**config.mk**
```make
export PLATFORM = sky130hd
export DESIGN_NAME = dbg_ctrl_flat
export DESIGN_NICKNAME = d
export VERILOG_FILES = /design/src/rtl/dbg_ctrl_pkg.sv /design/src/rtl/dbg_ctrl_if.sv /design/src/rtl/dbg_mem_mux.sv /design/src/rtl/dbg_ctrl.sv /design/src/flat_wrapper.sv
export SDC_FILE = /design/constraint.sdc
export NUM_CORES = 1
export LEC_CHECK = 0
export BUFFER_PORTS_ARGS = -buffer_cell sky130_fd_sc_hd__buf_2
export CORE_AREA = 2 2 120 122
export DETAILED_ROUTE_END_ITERATION = 12
export DIE_AREA = 0 0 122 124
export PLACE_DENSITY = 0.69
export SYNTH_ARGS = -nofsm -noshare
export SYNTH_HDL_FRONTEND = slang
export SYNTH_SLANG_ARGS = --single-unit
export TNS_END_PERCENT = 20
```
**constraint.sdc**
```tcl
create_clock -name clk -period 2.1 [get_ports clk]
set_clock_uncertainty 0.05 [all_clocks]
set_input_delay 0.105 -clock clk [delete_from_list [all_inputs] [get_ports clk]]
set_output_delay 0.105 -clock clk [all_outputs]
set_load 0.01 [all_outputs]
```
**src/rtl/dbg_ctrl_pkg.sv**
```systemverilog
// Shared defines for the debug controller: bus widths, access-size type, FSM encoding
// and the default drain/reset lengths.
package dbg_ctrl_pkg;

  localparam int unsigned RegBus = 32;

  typedef logic [1:0] mem_type_bus;

  localparam int unsigned DrainCyclesDef = 4;
  localparam int unsigned ResetCyclesDef = 8;

  localparam logic [2:0] StRun    = 3'd0;
  localparam logic [2:0] StDrain  = 3'd1;
  localparam logic [2:0] StHalted = 3'd2;
  localparam logic [2:0] StAccess = 3'd3;
  localparam logic [2:0] StReset  = 3'd4;

  typedef enum logic [1:0] {MuxCore, MuxDbg, MuxIdle} mux_sel_e;

  // Counter width for a cycle count; never narrower than one bit.
  function automatic int unsigned cnt_width(input int unsigned cycles);
    return (cycles < 2) ? 1 : $clog2(cycles);
  endfunction

endpackage

```
**src/rtl/dbg_ctrl_if.sv**
```systemverilog
// Debug memory-access channel: request from the debugger, grant/response from dbg_ctrl.
interface dbg_ctrl_if;
  import dbg_ctrl_pkg::*;

  logic                dbg_mem_req;
  logic                dbg_mem_we;
  logic [RegBus-1:0]   dbg_mem_addr;
  logic [RegBus-1:0]   dbg_mem_wdata;
  mem_type_bus         dbg_mem_type;
  logic                dbg_mem_gnt;
  logic                dbg_mem_rvalid;
  logic [RegBus-1:0]   dbg_mem_rdata;

  modport master (
    output dbg_mem_req, dbg_mem_we, dbg_mem_addr, dbg_mem_wdata, dbg_mem_type,
    input  dbg_mem_gnt, dbg_mem_rvalid, dbg_mem_rdata
  );

  modport slave (
    input  dbg_mem_req, dbg_mem_we, dbg_mem_addr, dbg_mem_wdata, dbg_mem_type,
    output dbg_mem_gnt, dbg_mem_rvalid, dbg_mem_rdata
  );

endinterface

```
**src/rtl/dbg_mem_mux.sv**
```systemverilog
// Memory-port selector: core pass-through, registered debug access, or idle.
module dbg_mem_mux
  import dbg_ctrl_pkg::*;
(
  input  mux_sel_e            sel,
  input  logic [RegBus-1:0]   core_mem_addr,
  input  logic [RegBus-1:0]   core_mem_wdata,
  input  mem_type_bus         core_mem_type,
  input  logic                core_mem_sign,
  input  logic                core_rmem,
  input  logic                core_wmem,
  output logic [RegBus-1:0]   core_mem_rdata,
  input  logic [RegBus-1:0]   dbg_addr,
  input  logic [RegBus-1:0]   dbg_wdata,
  input  mem_type_bus         dbg_type,
  input  logic                dbg_we,
  output logic [RegBus-1:0]   mem_addr,
  output logic [RegBus-1:0]   mem_wdata,
  output mem_type_bus         mem_type,
  output logic                mem_sign,
  output logic                rmem,
  output logic                wmem,
  input  logic [RegBus-1:0]   mem_rdata
);

  always_comb begin
    mem_addr       = '0;
    mem_wdata      = '0;
    mem_type       = '0;
    mem_sign       = 1'b0;
    rmem           = 1'b0;
    wmem           = 1'b0;
    core_mem_rdata = '0;
    unique case (sel)
      MuxCore: begin
        mem_addr       = core_mem_addr;
        mem_wdata      = core_mem_wdata;
        mem_type       = core_mem_type;
        mem_sign       = core_mem_sign;
        rmem           = core_rmem;
        wmem           = core_wmem;
        core_mem_rdata = mem_rdata;
      end
      MuxDbg: begin
        mem_addr  = dbg_addr;
        mem_wdata = dbg_wdata;
        mem_type  = dbg_type;
        rmem      = ~dbg_we;
        wmem      = dbg_we;
      end
      default: ;
    endcase
  end

endmodule

```
**src/rtl/dbg_ctrl.sv**
```systemverilog
// Debug controller: halts the core, drains its pipeline, then lends the memory port to the
// debugger for single-cycle accesses; also issues a timed core reset.
module dbg_ctrl
  import dbg_ctrl_pkg::*;
#(
  parameter int unsigned DRAIN_CYCLES = DrainCyclesDef,
  parameter int unsigned RESET_CYCLES = ResetCyclesDef
) (
  input  logic                clk,
  input  logic                rst,
  input  logic                dbg_halt_req,
  input  logic                dbg_resume_req,
  input  logic                dbg_reset_req,
  dbg_ctrl_if.slave           dbg_mem,
  input  logic [RegBus-1:0]   core_mem_addr,
  input  logic [RegBus-1:0]   core_mem_wdata,
  input  mem_type_bus         core_mem_type,
  input  logic                core_mem_sign,
  input  logic                core_rmem,
  input  logic                core_wmem,
  output logic [RegBus-1:0]   core_mem_rdata,
  output logic [RegBus-1:0]   mem_addr,
  output logic [RegBus-1:0]   mem_wdata,
  output mem_type_bus         mem_type,
  output logic                mem_sign,
  output logic                rmem,
  output logic                wmem,
  input  logic [RegBus-1:0]   mem_rdata,
  output logic                halt_req_o,
  output logic                reset_req_o,
  output logic                halted
);

  localparam int unsigned DrainCw = cnt_width(DRAIN_CYCLES);
  localparam int unsigned ResetCw = cnt_width(RESET_CYCLES);
  localparam logic [DrainCw-1:0] DrainLoad = DrainCw'(DRAIN_CYCLES - 1);
  localparam logic [ResetCw-1:0] ResetLoad = ResetCw'(RESET_CYCLES - 1);

  logic [2:0]          state_q, state_d;
  logic [DrainCw-1:0]  drain_cnt_q, drain_cnt_d;
  logic [ResetCw-1:0]  reset_cnt_q, reset_cnt_d;
  logic                req_we_q;
  logic [RegBus-1:0]   req_addr_q, req_wdata_q;
  mem_type_bus         req_type_q;
  logic                rvalid_q, rvalid_d;
  logic [RegBus-1:0]   rdata_q;
  logic                accept;
  mux_sel_e            mux_sel;

  always_comb begin
    state_d     = state_q;
    drain_cnt_d = drain_cnt_q;
    reset_cnt_d = reset_cnt_q;
    accept      = 1'b0;
    if (dbg_reset_req) begin
      state_d     = StReset;
      reset_cnt_d = ResetLoad;
    end else begin
      case (state_q)
        StRun: begin
          if (dbg_halt_req) begin
            state_d     = StDrain;
            drain_cnt_d = DrainLoad;
          end
        end
        StDrain: begin
          // Counter parks at zero until the core stops touching memory.
          if (!dbg_halt_req) begin
            state_d = StRun;
          end else if (drain_cnt_q == '0) begin
            if (!core_rmem && !core_wmem) state_d = StHalted;
          end else begin
            drain_cnt_d = drain_cnt_q - 1'b1;
          end
        end
        StHalted: begin
          if (dbg_mem.dbg_mem_req) begin
            accept  = 1'b1;
            state_d = StAccess;
          end else if (dbg_resume_req) begin
            state_d = StRun;
          end
        end
        StAccess: state_d = StHalted;
        StReset: begin
          if (reset_cnt_q == '0) begin
            state_d = dbg_halt_req ? StHalted : StRun;
          end else begin
            reset_cnt_d = reset_cnt_q - 1'b1;
          end
        end
        default: state_d = StRun;
      endcase
    end
  end

  // A reset request cancels the response of an in-flight read.
  assign rvalid_d = (state_q == StAccess) && !req_we_q && !dbg_reset_req;

  always_ff @(posedge clk) begin
    if (rst) begin
      state_q     <= StRun;
      drain_cnt_q <= '0;
      reset_cnt_q <= '0;
      req_we_q    <= 1'b0;
      req_addr_q  <= '0;
      req_wdata_q <= '0;
      req_type_q  <= '0;
      rvalid_q    <= 1'b0;
      rdata_q     <= '0;
    end else begin
      state_q     <= state_d;
      drain_cnt_q <= drain_cnt_d;
      reset_cnt_q <= reset_cnt_d;
      rvalid_q    <= rvalid_d;
      if (accept) begin
        req_we_q    <= dbg_mem.dbg_mem_we;
        req_addr_q  <= dbg_mem.dbg_mem_addr;
        req_wdata_q <= dbg_mem.dbg_mem_wdata;
        req_type_q  <= dbg_mem.dbg_mem_type;
      end
      if (rvalid_d) rdata_q <= mem_rdata;
    end
  end

  // Memory goes idle under rst so an abandoned access never writes.
  always_comb begin
    mux_sel = MuxIdle;
    if (!rst) begin
      case (state_q)
        StRun, StDrain: mux_sel = MuxCore;
        StAccess:       mux_sel = MuxDbg;
        default:        mux_sel = MuxIdle;
      endcase
    end
  end

  dbg_mem_mux u_mem_mux (
    .sel            (mux_sel),
    .core_mem_addr  (core_mem_addr),
    .core_mem_wdata (core_mem_wdata),
    .core_mem_type  (core_mem_type),
    .core_mem_sign  (core_mem_sign),
    .core_rmem      (core_rmem),
    .core_wmem      (core_wmem),
    .core_mem_rdata (core_mem_rdata),
    .dbg_addr       (req_addr_q),
    .dbg_wdata      (req_wdata_q),
    .dbg_type       (req_type_q),
    .dbg_we         (req_we_q),
    .mem_addr       (mem_addr),
    .mem_wdata      (mem_wdata),
    .mem_type       (mem_type),
    .mem_sign       (mem_sign),
    .rmem           (rmem),
    .wmem           (wmem),
    .mem_rdata      (mem_rdata)
  );

  assign halt_req_o             = (state_q != StRun);
  assign reset_req_o            = (state_q == StReset);
  assign halted                 = (state_q == StHalted) || (state_q == StAccess);
  assign dbg_mem.dbg_mem_gnt    = accept && !rst;
  assign dbg_mem.dbg_mem_rvalid = rvalid_q;
  assign dbg_mem.dbg_mem_rdata  = rdata_q;

endmodule

```
**src/flat_wrapper.sv**
```systemverilog
// flat-port wrapper written by rule: the top's interface ports become plain ports
module dbg_ctrl_flat import dbg_ctrl_pkg::*;
#(
  parameter int unsigned DRAIN_CYCLES = DrainCyclesDef,
  parameter int unsigned RESET_CYCLES = ResetCyclesDef
)
  (clk, rst, dbg_halt_req, dbg_resume_req, dbg_reset_req, core_mem_addr, core_mem_wdata, core_mem_type, core_mem_sign, core_rmem, core_wmem, core_mem_rdata, mem_addr, mem_wdata, mem_type, mem_sign, rmem, wmem, mem_rdata, halt_req_o, reset_req_o, halted, dbg_mem_dbg_mem_req, dbg_mem_dbg_mem_we, dbg_mem_dbg_mem_addr, dbg_mem_dbg_mem_wdata, dbg_mem_dbg_mem_type, dbg_mem_dbg_mem_gnt, dbg_mem_dbg_mem_rvalid, dbg_mem_dbg_mem_rdata);
  dbg_ctrl_if dbg_mem_i ();
  input  logic clk;
  input  logic rst;
  input  logic dbg_halt_req;
  input  logic dbg_resume_req;
  input  logic dbg_reset_req;
  input  logic [RegBus-1:0] core_mem_addr;
  input  logic [RegBus-1:0] core_mem_wdata;
  input  mem_type_bus core_mem_type;
  input  logic core_mem_sign;
  input  logic core_rmem;
  input  logic core_wmem;
  output logic [RegBus-1:0] core_mem_rdata;
  output logic [RegBus-1:0] mem_addr;
  output logic [RegBus-1:0] mem_wdata;
  output mem_type_bus mem_type;
  output logic mem_sign;
  output logic rmem;
  output logic wmem;
  input  logic [RegBus-1:0] mem_rdata;
  output logic halt_req_o;
  output logic reset_req_o;
  output logic halted;
  input wire logic [$bits(dbg_mem_i.dbg_mem_req)-1:0] dbg_mem_dbg_mem_req;
  input wire logic [$bits(dbg_mem_i.dbg_mem_we)-1:0] dbg_mem_dbg_mem_we;
  input wire logic [$bits(dbg_mem_i.dbg_mem_addr)-1:0] dbg_mem_dbg_mem_addr;
  input wire logic [$bits(dbg_mem_i.dbg_mem_wdata)-1:0] dbg_mem_dbg_mem_wdata;
  input wire logic [$bits(dbg_mem_i.dbg_mem_type)-1:0] dbg_mem_dbg_mem_type;
  output wire logic [$bits(dbg_mem_i.dbg_mem_gnt)-1:0] dbg_mem_dbg_mem_gnt;
  output wire logic [$bits(dbg_mem_i.dbg_mem_rvalid)-1:0] dbg_mem_dbg_mem_rvalid;
  output wire logic [$bits(dbg_mem_i.dbg_mem_rdata)-1:0] dbg_mem_dbg_mem_rdata;
  assign dbg_mem_i.dbg_mem_req = dbg_mem_dbg_mem_req;
  assign dbg_mem_i.dbg_mem_we = dbg_mem_dbg_mem_we;
  assign dbg_mem_i.dbg_mem_addr = dbg_mem_dbg_mem_addr;
  assign dbg_mem_i.dbg_mem_wdata = dbg_mem_dbg_mem_wdata;
  assign dbg_mem_i.dbg_mem_type = dbg_mem_dbg_mem_type;
  assign dbg_mem_dbg_mem_gnt = dbg_mem_i.dbg_mem_gnt;
  assign dbg_mem_dbg_mem_rvalid = dbg_mem_i.dbg_mem_rvalid;
  assign dbg_mem_dbg_mem_rdata = dbg_mem_i.dbg_mem_rdata;
  dbg_ctrl #(.DRAIN_CYCLES(DRAIN_CYCLES), .RESET_CYCLES(RESET_CYCLES)) u_core (.clk(clk), .rst(rst), .dbg_halt_req(dbg_halt_req), .dbg_resume_req(dbg_resume_req), .dbg_reset_req(dbg_reset_req), .dbg_mem(dbg_mem_i), .core_mem_addr(core_mem_addr), .core_mem_wdata(core_mem_wdata), .core_mem_type(core_mem_type), .core_mem_sign(core_mem_sign), .core_rmem(core_rmem), .core_wmem(core_wmem), .core_mem_rdata(core_mem_rdata), .mem_addr(mem_addr), .mem_wdata(mem_wdata), .mem_type(mem_type), .mem_sign(mem_sign), .rmem(rmem), .wmem(wmem), .mem_rdata(mem_rdata), .halt_req_o(halt_req_o), .reset_req_o(reset_req_o), .halted(halted));
endmodule
```
# == Yosys cells after proc, flatten, opt, wreduce, memory -nomap -nowiden ==
# Index checks and enable logic that the tools add are counted.
# totals
output_inout_bits,138
regBits,108
in_bits,174
# classes
n_bitwise,2
n_addsub,2
muxes,29
n_reduce_logical,23
eq_ne,18
# ops
cell,count
one-hot mux 32 bit (2 select lines),2
two-way mux 3 bit,11
two-way mux 32 bit,1
one-hot mux 3 bit (5 select lines),1
AND reduction 5 bit,3
one-hot mux 2 bit (2 select lines),3
two-way mux 2 bit,5
!= test 3 x 2 -> 1 bit (second input constant),3
!= test 2 bit (second input constant),4
!= test 4 x 3 -> 1 bit (second input constant),2
equality test 3 x 2 -> 1 bit (second input constant),2
zero test 3 bit,2
!= test 3 bit (second input constant),2
zero test 1 bit,5
logical AND 1 bit,4
zero test 2 bit,2
two-way mux 1 bit,4
!= test 4 bit (second input constant),1
one-hot mux 1 bit (2 select lines),2
nonzero test 2 bit,2
OR reduction 2 bit,2
equality test 3 x 1 -> 1 bit (second input constant),1
equality test 3 bit (second input constant),1
nonzero test 3 bit,1
other kinds (7),8

# == Longest topological paths before layout ==
# Gate-level depths: netlist of the first run.
# depth
ltp_word,7
mapped_depth,8

# == Hierarchy ==
# A second synthesis of the first run with hierarchy kept.
# hier_totals
cells_unflattened,691
hier_area_um2,5231.3
# modules_own_cells
mod,cells_each,seq_area_each_um2,area_per_inst_um2,n_inst
dbg_ctrl,501,2162.1,3952.5,1
dbg_mem_mux,190,0.0,1278.7,1

# == Worst setup path before layout of the first run ==
# OpenSTA, ideal clock, no wires.
# synth_timing
path_type,register -> output
start,reg u_core.state_q[1]
end,out mem_wdata[21]
path_slack_ns,0.518
path_buffers,4
arrival_time_ns,1.427
stages_incl_launch_ff,8
required_time_ns,1.945
cell_sequence,dfxtp_1 -> buf_4 -> and2b_4 -> and3b_1 -> buf_2 -> buf_4 -> buf_2 -> a22o_1
# synth_between
elab_chain_cells,6
# synth_lines
item,line_no,source
from (decl),dbg_ctrl.sv:39,"logic [2:0] state_q, state_d;"
from (signal assigned),dbg_ctrl.sv:102,state_q <= StRun;
from (signal assigned),dbg_ctrl.sv:112,state_q <= state_d;
equality test 3 x 1 -> 1 bit or zero test 3 bit (tied branches),dbg_ctrl.sv:130,case (state_q)
OR reduction 2 bit,dbg_ctrl.sv:130,
one-hot mux 2 bit (2 select lines) *,dbg_ctrl.sv:130,
two-way mux 2 bit *,dbg_ctrl.sv:129,if (!rst) begin
equality test 2 x 1 -> 1 bit or zero test 2 bit (tied branches),dbg_mem_mux.sv:34,unique case (sel)
one-hot mux 32 bit (2 select lines) *,dbg_mem_mux.sv:34,
to (decl),flat_wrapper.sv:22,output logic [RegBus-1:0] mem_wdata;
# Every way passes the cells marked *; elsewhere a longest branch is shown, timed or not.

# == Worst setup path in the final report of the first run ==
# layout_timing
start,reg u_core.state_q[2]
end,out mem_wdata[10]
# Same word-level chain as after synthesis.

==> results by group, run 1 <==
Cells and area
  – Syn-to-layout area delta: 61.4%
  – Layout net count: 1,175
  – Number of inserted diodes: 0
  – Share of layout cells above drive strength 1: 35.0%

Synthesis
  – Post-synthesis mux area share: 0.434%
  – Yosys top cell by area: dfxtp_1
  – Main combinational cell family by area after synthesis: compound AO/OA/AOI/OAI gates
  – Synth async-reset ratio: 0%
  – Most common cell in the synthesized netlist: nand2_1
  – Avg Cell Area, Syn: 7.93 sq um
  – Top post-synthesis cells by area: dfxtp_1 44%, nand2_1 15%, a22o_1 12%
  – Synth Area in Simple Gates: 23.6%
  – Dominant synthesized flop cell: dfxtp_1
  – Synth Register Bits: 108
  – Sequential area share after synthesis: 44.1%
  – Adder-cell share of the synthesized area: 0.766%
  – Distinct cells, synth: 36
  – Mapped Cells: 618
  – Yosys top cell area share: 44.1%
  – Count of flip-flops with a built-in enable after synthesis: 0
  – Synth Area in Compound Gates: 24.4%
  – Syn Nets: 795
  – Commonest cells in the netlist: 201 x nand2_1, 108 x dfxtp_1, 105 x a21oi_1, 68 x a22o_1, 34 x and2_1
  – Synth Area in XOR/XNOR: 0.358%
  – Yosys warns: 0
  – Synth Cell Area: 4900 sq um

Worst hold path
  – Hold WC Path Type: primary input to register

Drt
  – Vias after detailed routing: 5,743
  – DRT Pass-1 Iters: 4
  – Final ANT Viol Nets: 0
  – First-iteration detailed-routing DRC count: 345
  – Mean number of vias per cell: 4.86
  – Drt drc: 0
  – DRT Wirelength: 17.3 mm
  – Wirelength per Cell: 14.6 microns

Power
  – PnR Total Power: 4.72 mW
  – Worst vdd ir: 0.322 mV
  – Leakage: 3.60 nW
  – Power Density: 596 nW/um^2

Clocking
  – Setup bufs post-CTS: 0
  – CTS max path bufs: 2
  – CTS Root Cell: clkbuf_16
  – CTS Buf Count: 9
  – H-tree levels: 3
  – Worst-path clk slew: 0.07 ns
  – Clock Latency Late Sink: 0.34 ns
  – Clk sinks: 108
  – CTS tree: yes

Status
  – Outcome: finished, final reports clean

Die
  – Die Area: 15,100 sq um
  – Num ports: 312
  – Num rows: 43
  – Die Wd: 122 microns
  – Initial Util: 35.7%
  – Core ar.: 13,700 sq um
  – Die Height: 124 microns

Global routing
  – Vias in the first global route: 5,364
  – Initial antenna violation count: 0
  – Total grt overflow: 0
  – Total track usage: 21.1%
  – Largest net degree at the start of global routing: 105
  – First-pass GRT wire length: 25.5 mm

Critical path
  – Worst endpoint required time: 1.95 ns
  – CP Max Fanout: 34
  – Kind of critical path: register to output port
  – Critical Path Start Type: register
  – Worst Path Arrival: 1.84 ns
  – CP Capture Type: output port

Place
  – Worst slack after detailed placement: 0.371 ns
  – RePlAce Congestion: 0.832
  – # port buffers: 311
  – Detail Placement HPWL: 11.0 mm

STA
  – Slew at the pin with the worst max-slew slack: 0.480 ns
  – Period utilization: 95.0%
  – Max-Slew Margin vs Limit: 68.0%
  – Fmax: 0.501 GHz
  – Final setup violation count: 0
  – Max-slew violations: 0
  – Hold Fails Final Rpt: 0
  – RSZ-0062 raised after global routing: false
  – Final min period: 2.00 ns
  – Worst setup margin: 0.104 ns
  – Setup Total Neg Slack: 0 ns

Run
  – Max-Cap Viols: 0
[stage by stage]
stage | utilization (%) | std cells | hold WS, ns | area [sq um]
6_report | 57.6 | 1182 | 0.0479 | 7910
5_1_grt | 57.6 | 1182 | 0.0615 | 7910
3_3_place_gp | 47.7 | 1066 | 0.296 | 6550
2_1_floorplan | - | 618 | 0.191 | 4900
4_1_cts | 57.4 | 1181 | 0.0455 | 7880
3_5_place_dp | 47.7 | 1066 | 0.301 | 6550
[placed cells by master, fill, tap and decap left out, drive strengths merged, types with 7 or more instances in the layout]
cell         instances
a21oi              105
a22o                68
and2                34
buf                324
clkbuf              12
dfxtp              108
dlygate4sd3        100
inv                  7
nand2              201
[cell type report]
cell class | instances | area [sq um]
Clock inverter | 4 | 72.6
Inverter | 7 | 26.3
Fill cell | 1256 | 5810
Tap cell | 180 | 225
Timing Repair Buffer | 425 | 2720
Sequential cell | 108 | 2170
Clock buffer | 11 | 253
Multi-Input combinational cell | 447 | 2440
[sequential cells by signal (all words and copies together), names as in the netlist]
register	count
u_core.drain_cnt_q	2
u_core.reset_cnt_q	3
u_core.req_wdata_q	32
u_core.dbg_mem.dbg_mem_rvalid	1
u_core.req_type_q	2
u_core.req_we_q	1
u_core.dbg_mem.dbg_mem_rdata	32
u_core.state_q	3
u_core.req_addr_q	32
[worst max-delay path, stage by stage, from the launching register on]
cell and delay (ns):
dfxtp_2 0.38, and2b_4 0.29, and3b_2 0.27, buf_12 0.21, a22o_1 0.19, buf_2 0.14
[cells by family (layout without fill, tap and decap cells)]
family	Yosys count	after routing
xor gates and xnor gates	2	2
DFF	108	108
buffers and inverters	63	447
and+or+nand+nor	260	260
AOI/OAI and AO/OA	180	180
muxes	2	2
adders and majority gates	3	3
[worst paths after layout]
check / from / to / slack, ns / depth (start not counted)
min: dbg_reset_req / u_core.state_q[0]$_SDFFE_PP0P_ / 0.05 / 2
max: u_core.state_q[2]$_SDFFE_PP0P_ / mem_wdata[10] / 0.10 / 5
min reg2reg: u_core.dbg_mem.dbg_mem_rdata[3]$_SDFFE_PP0P_ / u_core.dbg_mem.dbg_mem_rdata[3]$_SDFFE_PP0P_ / 0.40 / 2
max reg2reg: u_core.state_q[0]$_SDFFE_PP0P_ / u_core.req_wdata_q[15]$_SDFFE_PP0P_ / 0.47 / 5
[power breakdown]
group | internal [mW] | total (mW) | switching (mW)
logic | 0.442 | 0.793 | 0.351
clock network | 1.10 | 1.85 | 0.746
registers | 2.06 | 2.07 | 0.0121
[routing by layer]
metal	global-route usage (%)	vias to the layer above	wire, microns
met1	24.8	2625	7140
met5	0	-	0
met2	36.9	241	8510
met4	8.62	0	346
met3	5.17	26	1320
li1	-	2851	-
[timing repair]
action / 4_1_cts / 5_1_grt
hold endpoints to repair: 101 / 0
endpoints found under the setup margin: 0 / 67
resized for setup: 0 / 3
hold buffers: 100 / 0
Power figures use the tool's default switching activity.
==> run 2: changes to the inputs <==
- REMOVE_ABC_BUFFERS: unset -> 1
==> run 2 against run 1 <==
Compared with the run above:
- design area increased by 0.21%
- critical path depth unchanged
- fmax decreased by 1.2%
- combinational power decreased by 0.9%
- count of clock-buffer cells in the layout increased by 1
- die area unchanged
- clock power increased by 3%
- cell count unchanged
- sequential power about the same
- register-to-register slack got worse by 0.13 ns
- sequential share of layout area decreased by 0.088 points
- routed wire length decreased by 4.6%
==> results by group, run 2 (synthesized netlist as in run 1, its figures left out) <==
Cells and area
  – Layout net count: 1,174
  – Final Non-Filler Cells: 1,182
  – Most common cell after layout, fill and taps aside: buf_2
  – Number of inserted diodes: 0
  – Finished layout cell area: 7920 sq um
  – Syn-to-layout area delta: 61.7%
  – Commonest non-fill, non-tap cells in the layout: 310 x buf_2, 201 x nand2_1, 107 x dfxtp_1, 105 x a21oi_1, 99 x dlygate4sd3_1
  – Share of layout cells above drive strength 1: 34.6%

Drt
  – DRT Pass-1 Iters: 5
  – Mean number of vias per cell: 4.87
  – Wirelength per Cell: 14.0 microns
  – Final ANT Viol Nets: 0
  – First-iteration detailed-routing DRC count: 234
  – Vias after detailed routing: 5,756
  – DRT Wirelength: 16.5 mm
  – Drt drc: 0

Critical path
  – Worst-case reg-to-reg path depth: 5
  – Kind of critical path: register to output port
  – Worst path max stage delay: 0.38 ns
  – CP Max Fanout: 58
  – Worst endpoint required time: 1.95 ns
  – CP delay by family, top: buffers and inverters
  – Worst-path cell chain: buf_4 -> nor3_4 -> buf_12 -> a22o_1 -> buf_2
  – CP Capture Type: output port
  – Worst Path Arrival: 1.87 ns
  – CP bufs+invs: 3
  – Critical Path Start Type: register
  – Slowest stage cell, crit path: dfxtp_1
  – Worst path depth: 5

STA
  – Period utilization: 96.2%
  – RSZ-0062 raised after global routing: false
  – Slew at the pin with the worst max-slew slack: 0.561 ns
  – Final min period: 2.02 ns
  – Max-slew violations: 0
  – Worst hold slack: 0.0441 ns
  – Max-Slew Margin vs Limit: 62.6%
  – Hold Fails Final Rpt: 0
  – Final setup violation count: 0
  – Fmax: 0.495 GHz
  – Worst setup margin: 0.0797 ns
  – Setup Total Neg Slack: 0 ns

Status
  – Outcome: finished, final reports clean

Clocking
  – Clock Latency Late Sink: 0.34 ns
  – CTS tree: yes
  – CTS Buf Count: 9
  – Worst-path clk slew: 0.07 ns
  – H-tree levels: 3
  – Clk sinks: 108
  – Setup bufs post-CTS: 0
  – CTS max path bufs: 2
  – CTS Root Cell: clkbuf_16

Worst hold path
  – Hold WC Path Type: primary input to register
  – Worst hold path depth: 2

Place
  – Worst slack after detailed placement: 0.214 ns
  – Cells after DPL: 1,067
  – # port buffers: 311
  – RePlAce Congestion: 0.804
  – Detail Placement HPWL: 11.3 mm
  – DP Area: 6600 sq um

Die
  – Num rows: 43
  – Core ar.: 13,700 sq um
  – Die Area: 15,100 sq um
  – Die Height: 124 microns
  – Num ports: 312
  – Initial Util: 35.7%
  – Die Wd: 122 microns

Run
  – Max-Cap Viols: 0

Power
  – Worst vdd ir: 0.370 mV
  – Power Density: 602 nW/um^2
  – Leakage: 3.59 nW

Global routing
  – Vias in the first global route: 5,178
  – Initial antenna violation count: 0
  – Largest net degree at the start of global routing: 59
  – Total track usage: 20.5%
  – First-pass GRT wire length: 24.6 mm
  – Total grt overflow: 0
[run 2: cell types whose count changed in the layout (fill, tap and decap cells not counted), sizes merged]
cell         change
clkinv           -1
dlygate4sd3      -1
bufinv           +1
buf              +1
[run 2: timing repair]
item	in CTS	in global routing
resized for setup	1	0
endpoints found under the hold margin	99	0
endpoints found under the setup margin	67	0
hold buffers	99	0
[run 2: cell type report]
class | count | area [sq um]
Multi-Input combinational cell | 447 | 2440
Inverter | 7 | 26.3
Fill cell | 1249 | 5800
Timing Repair Buffer | 424 | 2730
Sequential cell | 108 | 2160
Clock inverter | 4 | 97.6
Clock buffer | 12 | 236
Tap cell | 180 | 225
[run 2: through the flow]
step	utilization (%)	total power [mW]
global route	57.7	4.98
CTS	57.7	4.81
global placement	48.1	2.75
finish	57.7	4.77
floorplan	-	2.39
detailed placement	48.1	2.75
[run 2: final timing paths]
path,slack [ns],endpoint,from
setup reg to reg,0.34,u_core.req_wdata_q[2]$_SDFFE_PP0P_,u_core.state_q[1]$_SDFFE_PP0P_
hold / removal,0.04,u_core.state_q[1]$_SDFFE_PP0P_,dbg_reset_req
setup / recovery,0.08,mem_wdata[17],u_core.state_q[2]$_SDFFE_PP0P_
hold reg to reg,0.40,u_core.dbg_mem.dbg_mem_rdata[4]$_SDFFE_PP0P_,u_core.dbg_mem.dbg_mem_rdata[4]$_SDFFE_PP0P_
[run 2: layer usage]
metal,track usage (%),vias to the layer above,wire (microns)
li1,-,2851,-
met1,24.1,2612,6670
met2,36.2,260,8110
met3,4.08,33,1300
met4,9.34,0,435
met5,0,-,0
[run 2: report_power, final]
part / switching [mW] / internal (mW)
clock: 0.740 / 1.17
combinational: 0.344 / 0.442
sequential: 0.0100 / 2.06
total: 1.09 / 3.67
==> run 3: changes to the inputs <==
- CORE_AREA: 2 2 120 122 -> unset
- CORE_MARGIN: unset -> 2
- CORE_UTILIZATION: unset -> 28
- DIE_AREA: 0 0 122 124 -> unset
- PLACE_DENSITY: 0.69 -> unset
==> run 3 against run 2 <==
Compared with the run above:
- critical path depth stayed put
- routed wire length is 4.7% higher
- first-iteration DRC count is 27% lower
- fmax is 1.8% higher
==> results by group, run 3 (synthesized netlist as in run 1, its figures left out) <==
Die
  – Initial Util: 28.5%
  – Core ar.: 17,200 sq um
  – Num ports: 312
  – Die Height: 136 microns
  – Num rows: 48
  – Die Wd: 136 microns
  – Die Area: 18,600 sq um

Global routing
  – M1 GR Usage: 20.9%
  – Total track usage: 17.8%
  – Met2 Use GR: 31.6%
  – Gr busiest metal: met2
  – Met3 usage: 3.73%
  – Largest net degree at the start of global routing: 70
  – Total grt overflow: 0
  – Vias in the first global route: 5,283
  – Initial antenna violation count: 1
  – First-pass GRT wire length: 26.3 mm

Drt
  – Vias after detailed routing: 5,642
  – DRT Pass-1 Iters: 4
  – Mean number of vias per cell: 4.59
  – DRT Wirelength: 17.3 mm
  – Wirelength per Cell: 14.1 microns
  – First-iteration detailed-routing DRC count: 171
  – Final ANT Viol Nets: 0
  – Drt drc: 0

Clocking
  – CTS tree: yes
  – Clock Latency Late Sink: 0.35 ns
  – Worst-path clk slew: 0.07 ns
  – Clk sinks: 108
  – CTS Buf Count: 9
  – CTS Root Cell: clkbuf_16
  – H-tree levels: 3
  – CTS max path bufs: 2

STA
  – Slew at the pin with the worst max-slew slack: 0.542 ns
  – Final min period: 1.98 ns
  – Period utilization: 94.5%
  – RSZ-0062 raised after global routing: false
  – Final setup violation count: 0
  – Worst setup margin: 0.115 ns
  – Max-Slew Margin vs Limit: 63.9%
  – Worst hold slack: 0.0469 ns
  – Max-slew violations: 0
  – Hold Fails Final Rpt: 0
  – Fmax: 0.504 GHz

Cells and area
  – Final Non-Filler Cells: 1,230
  – Syn-to-layout area delta: 62.4%
  – Share of layout cells above drive strength 1: 35.0%
  – Commonest non-fill, non-tap cells in the layout: 310 x buf_2, 201 x nand2_1, 107 x dfxtp_1, 105 x a21oi_1, 99 x dlygate4sd3_1
  – Most common cell after layout, fill and taps aside: buf_2
  – Layout net count: 1,178

Worst hold path
  – Hold WC Path Type: primary input to register
  – Worst hold path depth: 2
  – Hold Startpoint: dbg_reset_req
  – Worst Hold Path EP: u_core.state_q[1]$_SDFFE_PP0P_

Place
  – Detail Placement HPWL: 11.8 mm
  – RePlAce Congestion: 0.781
  – # port buffers: 311
  – Cells after DPL: 1,113
  – Worst slack after detailed placement: 0.417 ns

Critical path
  – R2R Path End: u_core.req_wdata_q[26]$_SDFFE_PP0P_
  – FF-to-FF Start: u_core.state_q[2]$_SDFFE_PP0P_
  – CP Max Fanout: 44
  – Worst endpoint required time: 1.95 ns
  – Critical Path Start Type: register
  – Worst reg2reg setup slack: 0.43 ns
  – CP Capture Type: output port
  – Worst Path Arrival: 1.83 ns
  – Kind of critical path: register to output port
  – Worst-case reg-to-reg path depth: 5

Power
  – Worst vdd ir: 0.350 mV
  – PnR Total Power: 4.56 mW
  – Leakage: 3.59 nW
  – Power Density: 573 nW/um^2

Status
  – Outcome: finished, final reports clean

Run
  – Max-Cap Viols: 0
-- run 3: cell type report --
cell class / count / area, sq um
flip-flops and latches: 108 / 2160
multi-input cells: 447 / 2440
fillers: 1733 / 9220
clock buffers: 10 / 229
inverters: 7 / 26.3
repair buffers: 428 / 2760
diodes: 1 / 2.50
well taps: 225 / 282
clock inverters: 4 / 51.3
-- run 3: worst max path at each step --
stage | depth (start not counted) | slack (ns) | startpoint | to
floorplan | 2 | -1.52 | u_core.state_q[2]$_SDFFE_PP0P_ | mem_addr[0]
global placement | 5 | 0.44 | u_core.state_q[1]$_SDFFE_PP0P_ | mem_addr[2]
detailed placement | 5 | 0.42 | u_core.state_q[1]$_SDFFE_PP0P_ | mem_addr[2]
CTS | 5 | 0.02 | u_core.state_q[1]$_SDFFE_PP0P_ | mem_addr[2]
global route | 5 | 0.03 | u_core.state_q[2]$_SDFFE_PP0P_ | mem_addr[2]
finish | 5 | 0.12 | u_core.state_q[2]$_SDFFE_PP0P_ | mem_addr[2]
-- run 3: power breakdown --
part	total [mW]	switching (mW)	leakage [nW]	internal (mW)
Combinational	0.802	0.352	2.59	0.450
Clock	1.69	0.773	0.135	0.916
Sequential	2.07	0.00824	0.872	2.06
-- run 3: timing repair --
action | 4_1_cts | 5_1_grt
hold buffers | 99 | 0
endpoints found under the hold margin | 99 | 0
buffers inserted | 0 | 2
endpoints found under the setup margin | 0 | 28
resized for setup | 0 | 3
-- run 3: layer usage --
metal	vias up	share of wire [%]	routed length [microns]
met2	227	50	8570
met1	2535	41	7080
met5	-	0	0
met3	20	7.4	1280
met4	0	2.0	354
li1	2860	-	-
-- run 3: critical path, stage by stage, from the launching register on --
cell     delay (ns)
dfxtp_1        0.34
and2b_4        0.29
and3b_2        0.23
buf_12         0.24
a22o_1         0.21
buf_2          0.15
-- run 3: metrics by stage --
step	util [%]	TNS [ns]	cell area, sq um
2_1_floorplan	-	-203.77	4620
3_3_place_gp	38.7	0	6650
3_5_place_dp	38.7	0	6650
4_1_cts	46.1	0	7920
5_1_grt	46.3	0	7950
6_report	46.3	0	7960
